## config.mk

```make
export PLATFORM = sky130hd
export DESIGN_NAME = apb_master
export DESIGN_NICKNAME = d
export VERILOG_FILES = /design/src/rtl/apb_master.sv
export SDC_FILE = /design/constraint.sdc
export NUM_CORES = 1
export LEC_CHECK = 0
export CAP_MARGIN = 20
export CORE_AREA = 2 2 63 65
export DETAILED_ROUTE_END_ITERATION = 16
export DIE_AREA = 0 0 65 67
export PLACE_DENSITY = 0.9
export SETUP_SLACK_MARGIN = 0.02
export SKIP_CTS_REPAIR_TIMING = 1
export SLEW_MARGIN = 0
export SYNTH_ARGS = -nofsm -noshare
export SYNTH_HDL_FRONTEND = slang
export SYNTH_SLANG_ARGS = --single-unit
```

## constraint.sdc

```tcl
create_clock -name pclk -period 5.3 [get_ports pclk]
set_input_delay 1.06 -clock pclk [delete_from_list [all_inputs] [get_ports pclk]]
set_output_delay 1.06 -clock pclk [all_outputs]
set_load 0.05 [all_outputs]
```

## src/rtl/apb_master.sv

```systemverilog
// Single-transfer APB requester: turns a local command into an APB SETUP/ACCESS
// sequence toward two slaves, with a bounded wait for pready and a timeout response.
module apb_master #(
   parameter int unsigned TIMEOUT = 16
) (
   input  logic       pclk,
   input  logic       preset,
   input  logic       req,
   input  logic       req_write,
   input  logic [8:0] req_addr,
   input  logic [7:0] req_wdata,
   output logic       req_ready,
   output logic       psel1,
   output logic       psel2,
   output logic       penable,
   output logic       pwrite,
   output logic [7:0] paddr,
   output logic [7:0] pwdata,
   input  logic       pready1,
   input  logic       pready2,
   input  logic [7:0] prdata1,
   input  logic [7:0] prdata2,
   output logic       rsp_valid,
   output logic [7:0] rsp_rdata,
   output logic       rsp_err
);

   localparam int unsigned CW = $clog2(TIMEOUT + 1);

   typedef enum logic [1:0] {
      IDLE   = 2'd0,
      SETUP  = 2'd1,
      ACCESS = 2'd2
   } state_t;

   state_t          state_q;
   logic [CW-1:0]   cnt_q;
   logic            psel1_q;
   logic            psel2_q;
   logic            penable_q;
   logic            pwrite_q;
   logic [7:0]      paddr_q;
   logic [7:0]      pwdata_q;
   logic            rsp_valid_q;
   logic [7:0]      rsp_rdata_q;
   logic            rsp_err_q;
   logic            pready_d;
   logic [7:0]      prdata_d;

   // Only the slave that owns the current transfer is listened to.
   always_comb begin
      pready_d = 1'b0;
      prdata_d = 8'h00;
      if (psel2_q) begin
         pready_d = pready2;
         prdata_d = prdata2;
      end else begin
         pready_d = pready1;
         prdata_d = prdata1;
      end
   end

   // Transfer sequencer with all bus and response outputs held in registers.
   always_ff @(posedge pclk) begin
      if (!preset) begin
         state_q     <= IDLE;
         cnt_q       <= '0;
         psel1_q     <= 1'b0;
         psel2_q     <= 1'b0;
         penable_q   <= 1'b0;
         pwrite_q    <= 1'b0;
         paddr_q     <= 8'h00;
         pwdata_q    <= 8'h00;
         rsp_valid_q <= 1'b0;
         rsp_rdata_q <= 8'h00;
         rsp_err_q   <= 1'b0;
      end else begin
         rsp_valid_q <= 1'b0;
         case (state_q)
            IDLE: begin
               if (req) begin
                  pwrite_q <= req_write;
                  paddr_q  <= req_addr[7:0];
                  pwdata_q <= req_wdata;
                  psel1_q  <= ~req_addr[8];
                  psel2_q  <= req_addr[8];
                  state_q  <= SETUP;
               end
            end
            SETUP: begin
               penable_q <= 1'b1;
               cnt_q     <= '0;
               state_q   <= ACCESS;
            end
            ACCESS: begin
               if (pready_d) begin
                  rsp_valid_q <= 1'b1;
                  rsp_err_q   <= 1'b0;
                  rsp_rdata_q <= pwrite_q ? 8'h00 : prdata_d;
                  psel1_q     <= 1'b0;
                  psel2_q     <= 1'b0;
                  penable_q   <= 1'b0;
                  state_q     <= IDLE;
               end else if (cnt_q == CW'(TIMEOUT - 1)) begin
                  // This edge completes the TIMEOUT-th waiting ACCESS cycle.
                  rsp_valid_q <= 1'b1;
                  rsp_err_q   <= 1'b1;
                  rsp_rdata_q <= 8'h00;
                  psel1_q     <= 1'b0;
                  psel2_q     <= 1'b0;
                  penable_q   <= 1'b0;
                  state_q     <= IDLE;
               end else begin
                  cnt_q <= cnt_q + CW'(1);
               end
            end
            default: begin
               psel1_q   <= 1'b0;
               psel2_q   <= 1'b0;
               penable_q <= 1'b0;
               state_q   <= IDLE;
            end
         endcase
      end
   end

   assign req_ready = (state_q == IDLE);
   assign psel1     = psel1_q;
   assign psel2     = psel2_q;
   assign penable   = penable_q;
   assign pwrite    = pwrite_q;
   assign paddr     = paddr_q;
   assign pwdata    = pwdata_q;
   assign rsp_valid = rsp_valid_q;
   assign rsp_rdata = rsp_rdata_q;
   assign rsp_err   = rsp_err_q;

endmodule

```

# Yosys cells after proc, flatten, opt, wreduce, memory -nomap -nowiden

Cells that the tools add are included.

Register bits: 37
Input port bits: 39
Word-level logic and storage cells: 55

Add/subtract/negate cells: 1
Eq/ne operators: 7
Multiplexer cells: 23
Bitwise logic cells: 3
Reduce and logical (&&, ||, !) cells: 10

Operators by type and width:

| cell                                                            | number |
|---|---|
| 8-bit two-way mux                                               | 4 |
| 5-bit two-way mux                                               | 2 |
| 5-bit case mux with 2 select lines                              | 1 |
| 2-bit AND reduction                                             | 5 |
| 1-bit two-way mux                                               | 9 |
| 1-bit case mux with 3 select lines                              | 3 |
| 2-bit two-way mux                                               | 3 |
| 2-bit != test, second input constant                            | 3 |
| 2-bit case mux with 3 select lines                              | 1 |
| 3-bit AND reduction                                             | 2 |
| 5-bit by 1-bit adder with 5-bit output, second input constant   | 1 |
| 5-bit by 4-bit == test with 1-bit output, second input constant | 1 |
| 2-bit nonzero test                                              | 2 |
| 3-bit != test, second input constant                            | 1 |
| 1-bit NOT                                                       | 3 |
| 2-bit by 1-bit == test with 1-bit output, second input constant | 1 |
| 2-bit == test, second input constant                            | 1 |
| 2-bit zero test                                                 | 1 |

# Depth between registers and ports, before layout

Depth in word-level cells: 4
Depth in mapped cells: 7
Mapped depth without buffers: 6

# Worst setup path after synthesis

Ideal clock, no wire load.

Kind: reg2out
Start: register state_q[0]
End: output port req_ready
Arrival time: 1.140 ns
Data required time: 4.240 ns
Setup slack: 3.100 ns
Cell stages (with the launch flop): 3
Path buffers: 1
Path through: dfxtp_1 > buf_6 > nor2_1

Cells in the longest elaborated chain, start to end: 1

Ends and longest elaborated chain:

| element                | line | source |
|---|---|---|
| start, declared        | 36   | `state_t state_q;` |
| start signal, assigned | 66   | `state_q <= IDLE;` |
| start signal, assigned | 87   | `state_q <= SETUP;` |
| start signal, assigned | 93   | `state_q <= ACCESS;` |
| 2-bit zero test        | 127  | `assign req_ready = (state_q == IDLE);` |
| end, declared          | 12   | `output logic req_ready,` |

No other way between the ends.

# Worst setup path in the final report

Ends and elaborated chain as after synthesis.

==> impl_metrics.csv <==
group,metric,value,unit
worst_setup_path,worstPathCellList,"nor2_1, clkdlybuf4s50_1",
synth,ys_types,35,
synth,ys_warn_count,0,
detailed_routing,first_pass_iters,4,
worst_setup_path,cp-start-kind,"flip-flop",
power,p_leak,0.855,nW
clock_network,cts_tree,"built",
place,port_buffers,69,
synth,synth_top_family_by_area,"simple AND/OR/NAND/NOR gates",
synth,synthXorXnorAreaFrac,0,%
global_routing,grt_pass1_vias,1352,
sta,setup_viol,0,
sta,layout_min_cycle_time,2970,ps
synth,synthSimpleGateAreaFrac,20.3,%
worst_setup_path,reg2reg_slack,3300,ps
synth,syn_nets,219,
sta,fmaxAchievable,336,MHz
detailed_routing,detail-route-antenna-nets,0,
clock_network,clk_pin_slew_worst_paths,70,ps
synth,synth_compound_area_share,19.7,%
global_routing,grt_max_degree,33,
global_routing,antenna_found_initial,0,
flow_run,max_cap_viol_count,0,
synth,muxShareOfSynthArea,7.28,%
place,hpwlAfterDp,2690,um
power,p_per_area,268,mW/mm^2
floorplan,core,0.00361,mm^2
finish,area_delta_synth_final,48.9,%
floorplan,rows,22,
worst_setup_path,critPathRequiredTime,4240,ps
worst_setup_path,crit_path_end_kind,"output pin",
worst_setup_path,cp_max_fo,19,
run_status,outcome,"completed",
place,pre_cts_ws,2630,ps
synth,ys_seq_area_share,46.8,%
floorplan,num_io_pins,70,
worst_setup_path,worst-path-buf-inv,1,
detailed_routing,wire_per_inst,12.8,um
power,peakVddDrop,0.217,mV
place,place_congestion,0.764,
synth,synth_area,0.00158,mm^2
synth,synthAdderAreaFrac,1.58,%
worst_setup_path,crit_family,"buffers and inverters",
sta,fin_ws,2330,ps
detailed_routing,vias,1496,
detailed_routing,drc_errors,0,
synth,synth_area_leaders,"dfxtp_1 47%, nand2_1 8.5%, a21oi_1 7.0%",
sta,slew_headroom,39.6,%
sta,hold_violations,0,
clock_network,clkSinkCount,37,
clock_network,cts-root-buf,"clkbuf_8",
worst_setup_path,cp_slowest_cell,"clkdlybuf4s50_1",
hold_path,min_path_type,"reg2reg",
sta,clock-skew-final,5.92,ps
finish,num_antenna_cells,0,
sta,worst_pin_slew,905,ps
sta,fin_setup_tns,0,ps
sta,grt_setup_unrepaired,"no",
clock_network,cts_made_buffers,5,
floorplan,die_area,0.00436,mm^2
worst_setup_path,worstPathArrival,1910,ps
worst_setup_path,crit_type,"reg2out",
global_routing,groute.usage.overall,18.0,%
detailed_routing,viasPerCell,5.12,
detailed_routing,drt-initial-drc-count,62,
clock_network,clk_latency,280,ps
finish,final_nets,284,
sta,whs,455,ps
floorplan,die_h,67,um
clock_network,htree_num_levels,2,
synth,netlist.area_leader.share,46.8,%
sta,report.final.slew_viol_count,0,
global_routing,grt_first_pass_wirelength,6010,um
synth,netlist_instances,178,
floorplan,initial_utilization,43.9,%
detailed_routing,drt-total-wl,3750,um
global_routing,gr-total-overflow,0,
sta,post-route-period-util,56.1,%
finish,drive_above_1_share,7.38,%
worst_setup_path,cpPeakStageDelay,860,ps
synth,avgSynthCellArea,8.88,um^2
floorplan,die_width,65,um
synth,synth-seq-cells,37,
synth,synth_area_leader_cell,"dfxtp_1",
clock_network,clk_path_buf_depth,2,
logic make-up (layout without fill, tap and decap cells):
kind of cell | after synthesis | in the layout
simple gates | 69 | 69
compound gates | 47 | 47
flops | 37 | 37
buf+inv | 13 | 79
mux | 10 | 10
fa+ha+maj | 2 | 2
sequential cells by signal (all words and copies together), names as in the netlist:
register	count
penable	1
pwdata	8
rsp_err	1
paddr	8
rsp_rdata	8
pwrite	1
rsp_valid	1
cnt_q	5
psel1	1
psel2	1
state_q	2
layout make-up:
type,count,area (um^2)
Clock buffer,6,72.6
Clock inverter,2,10.0
Fill cell,315,1250
Inverter,2,7.51
Multi-Input combinational cell,128,773
Sequential cell,37,741
Tap cell,48,60.1
Timing Repair Buffer,69,691
cells in the final DEF, fill, tap and decap left out, types with 3 or more instances in the layout:
cell type        netlist  routed
clkdlybuf4s50_1        0      69
dfxtp_1               37      37
nand2_1               36      36
a21oi_1               22      22
nor2_1                15      15
a22oi_1                9       9
mux2_2                 8       8
a32o_1                 5       5
clkbuf_8               0       5
and2_1                 3       3
and2b_1                3       3
synthesized netlist by cell type:
master,instances
a211o_1,1
a211oi_1,1
a21oi_1,22
a22o_1,2
a22oi_1,9
a31oi_1,1
a32o_1,5
and2_1,3
and2b_1,3
and3_1,1
buf_4,3
buf_6,1
clkbuf_1,7
dfxtp_1,37
ha_1,2
inv_1,2
mux2_2,8
mux2_4,1
mux2i_1,1
nand2_1,36
nand2b_1,2
nand3_1,2
nand3b_1,1
nand4b_1,1
nor2_1,15
nor3_1,1
nor3_4,1
nor4b_1,1
o211ai_1,1
o21ai_0,2
o21ai_2,1
o32ai_1,1
o41ai_1,1
or3_1,1
or4_1,1
power by group:
group	switching, mW	internal (mW)	total (mW)
clock network	0.0929	0.0910	0.184
registers	0.0119	0.291	0.303
logic	0.0808	0.0632	0.144
total	0.186	0.445	0.631
metrics by stage:
step / cell area (um^2) / power, mW / util [%] / cells
global route: 2350 / 0.663 / 65.3 / 292
floorplan: 1580 / 0.394 / - / 178
global placement: 2270 / 0.451 / 63.0 / 284
detailed placement: 2270 / 0.453 / 63.0 / 284
finish: 2350 / 0.631 / 65.3 / 292
CTS: 2350 / 0.636 / 65.3 / 292
final timing paths:
check	start	to	cells after the start
min reg2reg	paddr[0]$_SDFFE_PN0P_	paddr[0]$_SDFFE_PN0P_	2
min	paddr[0]$_SDFFE_PN0P_	paddr[0]$_SDFFE_PN0P_	2
max reg2reg	cnt_q[0]$_SDFFE_PN0P_	cnt_q[3]$_SDFFE_PN0P_	6
max	state_q[0]$_SDFFE_PN0P_	req_ready	2
metal layers:
layer / share of wire (%) / track usage [%]
met5: 0 / 0
met4: 1.6 / 7.71
met1: 42 / 20.7
met2: 48 / 30.3
met3: 9.0 / 6.42
worst reg2reg max path, cell delays in order (launching register included):
cell	delay, ps
dfxtp_1	350
ha_1	240
and3_1	190
ha_1	300
nand4b_1	260
or4_1	420
a31oi_1	160
(Power assumes the default switching activity.)
